$ cat src/rtl/sfx_arbiter.sv
// sfx_arbiter: shares the one-bit speaker among three game sound events.
// Optional build macro SFX_PREEMPT_EN lets a higher-priority event cut a tone short.
module sfx_arbiter #(
    parameter int unsigned HALF_P0    = 28409,
    parameter int unsigned HALF_P1    = 18939,
    parameter int unsigned HALF_P2    = 14204,
    parameter int unsigned DUR_FRAMES = 8,
    parameter int unsigned GAP_FRAMES = 2
) (
    input  logic       i_clk,
    input  logic       i_rst_n,
    input  logic       i_frame_end,
    input  logic [2:0] i_req,
    output logic [2:0] o_grant,
    output logic [2:0] o_pending,
    output logic       o_busy,
    output logic       o_sound
);

    // Terminal tone count per event; a half-period of 0 or 1 gives a
    // terminal of 0, so the tone toggles every cycle.
    localparam logic [15:0] LP_TOP0 = (HALF_P0 <= 1) ? 16'd0 : 16'(HALF_P0 - 1);
    localparam logic [15:0] LP_TOP1 = (HALF_P1 <= 1) ? 16'd0 : 16'(HALF_P1 - 1);
    localparam logic [15:0] LP_TOP2 = (HALF_P2 <= 1) ? 16'd0 : 16'(HALF_P2 - 1);
    localparam logic [5:0]  LP_DUR  = 6'(DUR_FRAMES);
    localparam logic [5:0]  LP_GAP  = 6'(GAP_FRAMES);

    typedef enum logic [1:0] {
        S_IDLE = 2'd0,
        S_PLAY = 2'd1,
        S_GAP  = 2'd2
    } state_t;

    state_t      r_state;
    logic [2:0]  r_req_q;
    logic [2:0]  r_pending;
    logic [2:0]  r_grant;
    logic        r_sound;
    logic [5:0]  r_frame_cnt;
    logic [15:0] r_tone_cnt;

    logic [2:0]  w_rise;
    logic [2:0]  w_pick;
    logic [2:0]  w_take;
    logic [15:0] w_tone_top;
    logic        w_tone_hit;
    logic        w_preempt;
    logic        w_frame_last;

    // Edge detect, lowest-pending pick, tone terminal and take decode.
    always_comb begin
        w_rise       = i_req & ~r_req_q;
        w_pick       = r_pending & (~r_pending + 3'd1);
        w_tone_top   = LP_TOP2;
        case (1'b1)
            r_grant[0]: w_tone_top = LP_TOP0;
            r_grant[1]: w_tone_top = LP_TOP1;
            default:    w_tone_top = LP_TOP2;
        endcase
        w_tone_hit   = (r_tone_cnt == w_tone_top);
        w_frame_last = i_frame_end && (r_frame_cnt == 6'd1);
`ifdef SFX_PREEMPT_EN
        // Bits below the one-hot grant are exactly the higher-priority ones.
        w_preempt = (r_state == S_PLAY) && (|(r_pending & (r_grant - 3'd1)));
`else
        w_preempt = 1'b0;
`endif
        w_take = ((r_state == S_IDLE) || w_preempt) ? w_pick : 3'b000;
    end

    // Copy of req follows the line even in reset, so a level held through
    // reset is not mistaken for a fresh edge afterwards.
    always_ff @(posedge i_clk) begin
        r_req_q <= i_req;
    end

    // Queue: clear the bit granted this cycle, a new edge on it wins.
    always_ff @(posedge i_clk) begin
        if (!i_rst_n) begin
            r_pending <= 3'b000;
        end else begin
            r_pending <= (r_pending & ~w_take) | w_rise;
        end
    end

    // Grant / tone / gap sequencer with registered grant and sound.
    always_ff @(posedge i_clk) begin
        if (!i_rst_n) begin
            r_state     <= S_IDLE;
            r_grant     <= 3'b000;
            r_sound     <= 1'b0;
            r_frame_cnt <= 6'd0;
            r_tone_cnt  <= 16'd0;
        end else begin
            case (r_state)
                S_IDLE: begin
                    if (|r_pending) begin
                        r_grant     <= w_pick;
                        r_frame_cnt <= LP_DUR;
                        r_tone_cnt  <= 16'd0;
                        r_sound     <= 1'b0;
                        r_state     <= S_PLAY;
                    end
                end
                S_PLAY: begin
                    if (w_preempt) begin
                        r_grant     <= w_pick;
                        r_frame_cnt <= LP_DUR;
                        r_tone_cnt  <= 16'd0;
                        r_sound     <= 1'b0;
                    end else if (w_frame_last) begin
                        r_grant    <= 3'b000;
                        r_sound    <= 1'b0;
                        r_tone_cnt <= 16'd0;
                        if (LP_GAP == 6'd0) begin
                            r_frame_cnt <= 6'd0;
                            r_state     <= S_IDLE;
                        end else begin
                            r_frame_cnt <= LP_GAP;
                            r_state     <= S_GAP;
                        end
                    end else begin
                        if (w_tone_hit) begin
                            r_tone_cnt <= 16'd0;
                            r_sound    <= ~r_sound;
                        end else begin
                            r_tone_cnt <= r_tone_cnt + 16'd1;
                        end
                        if (i_frame_end) begin
                            r_frame_cnt <= r_frame_cnt - 6'd1;
                        end
                    end
                end
                S_GAP: begin
                    r_sound <= 1'b0;
                    if (w_frame_last) begin
                        r_frame_cnt <= 6'd0;
                        r_state     <= S_IDLE;
                    end else if (i_frame_end) begin
                        r_frame_cnt <= r_frame_cnt - 6'd1;
                    end
                end
                default: begin
                    r_grant <= 3'b000;
                    r_sound <= 1'b0;
                    r_state <= S_IDLE;
                end
            endcase
        end
    end

    assign o_grant   = r_grant;
    assign o_pending = r_pending;
    assign o_busy    = (r_state != S_IDLE);
    assign o_sound   = r_sound;

endmodule
$ cat config.mk
export PLATFORM = sky130hd
export DESIGN_NAME = sfx_arbiter
export DESIGN_NICKNAME = d
export VERILOG_FILES = /design/src/rtl/sfx_arbiter.sv
export SDC_FILE = /design/constraint.sdc
export NUM_CORES = 1
export LEC_CHECK = 0
export CAP_MARGIN = 10
export CORE_MARGIN = 2
export CORE_UTILIZATION = 45
export CTS_CLUSTER_SIZE = 14
export DETAILED_ROUTE_END_ITERATION = 10
export PLACE_DENSITY = 0.71
export SYNTH_ARGS = -nofsm -noshare
export SYNTH_HDL_FRONTEND = slang
export SYNTH_SLANG_ARGS = --single-unit
$ cat constraint.sdc
create_clock -name i_clk -period 2.7 [get_ports i_clk]
set_clock_uncertainty 0.1 [all_clocks]
set_input_delay 0.54 -clock i_clk [delete_from_list [all_inputs] [get_ports i_clk]]
set_output_delay 0.54 -clock i_clk [all_outputs]
set_load 0.01 [all_outputs]
==> results.sh <==
export IMPL_n_antenna_cell=0
export IMPL_final_max_slew_violation_count=0
export IMPL_power_internal_mw=0.957
export IMPL_hold_viol=0
export IMPL_pwr_share_comb=0.337
export IMPL_first_pass_grt_wire_length_um=5710
export IMPL_syn2layout_area_growth_pct=15.6
export IMPL_wirelength_um=3280
export IMPL_final_area_mm2=0.00203
export IMPL_synth_top_area_share=0.389
export IMPL_tritoncts="done"
export IMPL_fraction_of_layout_cells_with_a_size_suffix_above_1=0.0897
export IMPL_syn_instance_count=203
export IMPL_achievable_frequency_mhz=434
export IMPL_cts_hold_buf=0
export IMPL_r2r_end="r_tone_cnt[10]"
export IMPL_holdPathStages=2
export IMPL_fp_row_count=22
export IMPL_worstPathRequired_ps=2060
export IMPL_initial_core_util=0.475
export IMPL_setup_crit_path_kind="reg2out"
export IMPL_synth_seq_cells=34
export IMPL_synth_most_common_cell="dfxtp_1"
export IMPL_ys_top_cells_by_count="34 x dfxtp_1, 25 x nor2_1, 20 x nand2_1"
export IMPL_die_h_um=66.4
export IMPL_syn_mean_instance_area_um2=8.63
export IMPL_buffer_count_from_post_cts_setup_fixing=0
export IMPL_max_slew_margin_rel=0.583
export IMPL_postSynth_topFlopCell="dfxtp_1"
export IMPL_worst_hold_margin_ps=388
export IMPL_clockBufferDepth=2
export IMPL_synth_edf_count=0
export IMPL_hold_path_startpoint="o_grant[2]"
export IMPL_holdCritPathClass="reg2reg"
export IMPL_detailed_place_area_mm2=0.00193
export IMPL_firstDrtPassIters=4
export IMPL_cp_start_kind="register"
export IMPL_worst_pin_slew_ps=619
export IMPL_min_period_over_period=0.853
export IMPL_globalRouteTotalUtil=0.172
export IMPL_post_place_ws_ps=384
export IMPL_syn_nets=216
export IMPL_peakVddDrop_uv=356
export IMPL_worst_r2r_src="r_state[0]"
export IMPL_clockPowerShare=0.264
export IMPL_endpoint_kind="output pin"
export IMPL_cts_inserted_buffers=5
export IMPL_routabilityCongestion=0.778
export IMPL_finalWorstPathRequiredPeriod_ps=2300
export IMPL_power_switching_mw=0.509
export IMPL_setup_total_negative_slack_ps=0
export IMPL_port_buffers=13
export IMPL_antenna_found_initial=0
export IMPL_synth_cell_type_count=47
export IMPL_final_nets=235
export IMPL_fillCellCount=345
export IMPL_initialDrtViolationCount=81
export IMPL_grt_max_degree=14
export IMPL_grt_setup_unrepaired="false"
export IMPL_cts_htree_levels=2
export IMPL_cts_repair_resize_count=0
export IMPL_clockRootBuffer="clkbuf_8"
export IMPL_crit_arrival_ps=1660
export IMPL_result_of_the_run="finished clean"
export IMPL_switching_share=0.347
export IMPL_drt_vias_per_instance=5.35
export IMPL_cts_num_sinks=34
export IMPL_drc_errors=0
export IMPL_synth_warning_count=0
export IMPL_die_w_um=66.4
export IMPL_total_leakage_power_nw=0.746
export IMPL_syn_cell_area_mm2=0.00175
export IMPL_netlist_top_cells_area="dfxtp_1 39%, nor2_1 5.4%, ha_1 5.0%"
export IMPL_holdPathEnd="o_grant[2]"
export IMPL_clkSlewWorstSetupHoldPaths_ps=70
export IMPL_p_per_area_mw_per_mm2=724
export IMPL_worstRegToRegCells=9
export IMPL_critPathMaxFanout=7
export IMPL_die_area_mm2=0.00441
export IMPL_dp_hpwl_um=2320
export IMPL_fp_coreArea_mm2=0.00369
export IMPL_setup_ws_ps=397
export IMPL_clkLatencyLatePin_ps=280
export IMPL_share_of_flip_flops_with_an_asynchronous_set_or_reset_after_synthesis=0
export IMPL_global_route_overflow_total=0
export IMPL_final_antenna_net_count=0
export IMPL_utilization=0.549
export IMPL_power_sequential_fraction=0.399
export IMPL_vias=1450
export IMPL_synth_top_area_cell="dfxtp_1"
export IMPL_setup_violations_final=0
export IMPL_pin_count=14
export IMPL_cap_violations=0
export IMPL_first_global_vias=1313
export IMPL_routedWlPerCell_um=12.1
export IMPL_rrSetupSlack_ps=420
export IMPL_synth_seq_area_share=0.389
how the worst max path moves through the flow:
stage | start | end | slack [ps] | cells after the start
2_1_floorplan | r_state[0] | r_tone_cnt[10] | 700 | 9
3_3_place_gp | i_frame_end | o_grant[0] | 410 | 7
3_5_place_dp | i_frame_end | o_grant[0] | 380 | 7
4_1_cts | r_state[0] | o_busy | 370 | 4
5_1_grt | r_state[1] | r_tone_cnt[12] | 250 | 8
6_report | r_state[0] | o_busy | 400 | 4
cell families (layout without fill, tap and decap cells):
family,count (synthesis),after routing,share of synthesized area
flip-flops,34,34,0.389
XOR/XNOR,13,13,0.0650
adder cells (fa/ha/maj),7,7,0.0500
AO/OA/AOI/OAI,38,38,0.146
buffers and inverters,12,32,0.0364
AND/OR/NAND/NOR,99,99,0.314
flip-flops by register name, indices dropped and copies added (netlist names):
signal and count:
o_grant 3, r_req_q 3, o_sound 1, r_frame_cnt 6
o_pending 3, r_tone_cnt 16, r_state 2
critical path, stage by stage, from the launching register on:
cell and delay (ps):
dfxtp_1 390, inv_1 80, ha_1 280, inv_1 100
clkdlybuf4s50_1 530
cell type report:
class	instances	area, um^2	share of cell area
multi-input cells	157	1010	0.497
flip-flops and latches	34	681	0.336
repair buffers	17	160	0.0791
clock buffers	7	86.3	0.0426
well taps	48	60.1	0.0296
inverters	7	26.3	0.0130
clock inverters	1	5.00	0.00247
power groups by stage:
stage / Sequential (mW) / Combinational [mW] / Clock (mW)
5_1_grt: 0.592 / 0.558 / 0.422
3_3_place_gp: 0.596 / 0.486 / 0
4_1_cts: 0.585 / 0.494 / 0.398
3_5_place_dp: 0.597 / 0.493 / 0
6_report: 0.585 / 0.494 / 0.388
2_1_floorplan: 0.591 / 0.381 / 0
metal layers:
metal / track usage / up-vias / part of all wire
li1: - / 755 / -
met1: 0.220 / 668 / 0.51
met2: 0.258 / 22 / 0.43
met3: 0.0511 / 5 / 0.038
met4: 0.0918 / 0 / 0.019
met5: 0 / - / 0
metrics by stage:
step                instances  power (mW)
floorplan                 203       0.971
global route              271        1.57
detailed placement        263        1.09
global placement          263        1.08
CTS                       271        1.48
finish                    271        1.47
cells in the final DEF (no fill, tap or decap), types with 2 or more instances in the layout:
cell type        count
inv_1                7
nand4b_1             3
a21oi_1              8
nand2_1             20
xnor2_1              3
nor3b_1              3
xor2_1              10
nor2b_1              6
clkbuf_8             6
nor4_1               2
nor3_1               3
o21ai_0             10
a32oi_1              2
nand2b_1             3
nand4_1              6
ha_1                 7
and4_1               2
a21boi_0             7
o211ai_1             3
a22oi_1              2
buf_4                4
nor2_1              25
dfxtp_1             34
nand3_1             10
clkdlybuf4s50_1     13
Note: power is estimated with default switching activity, not from simulation.
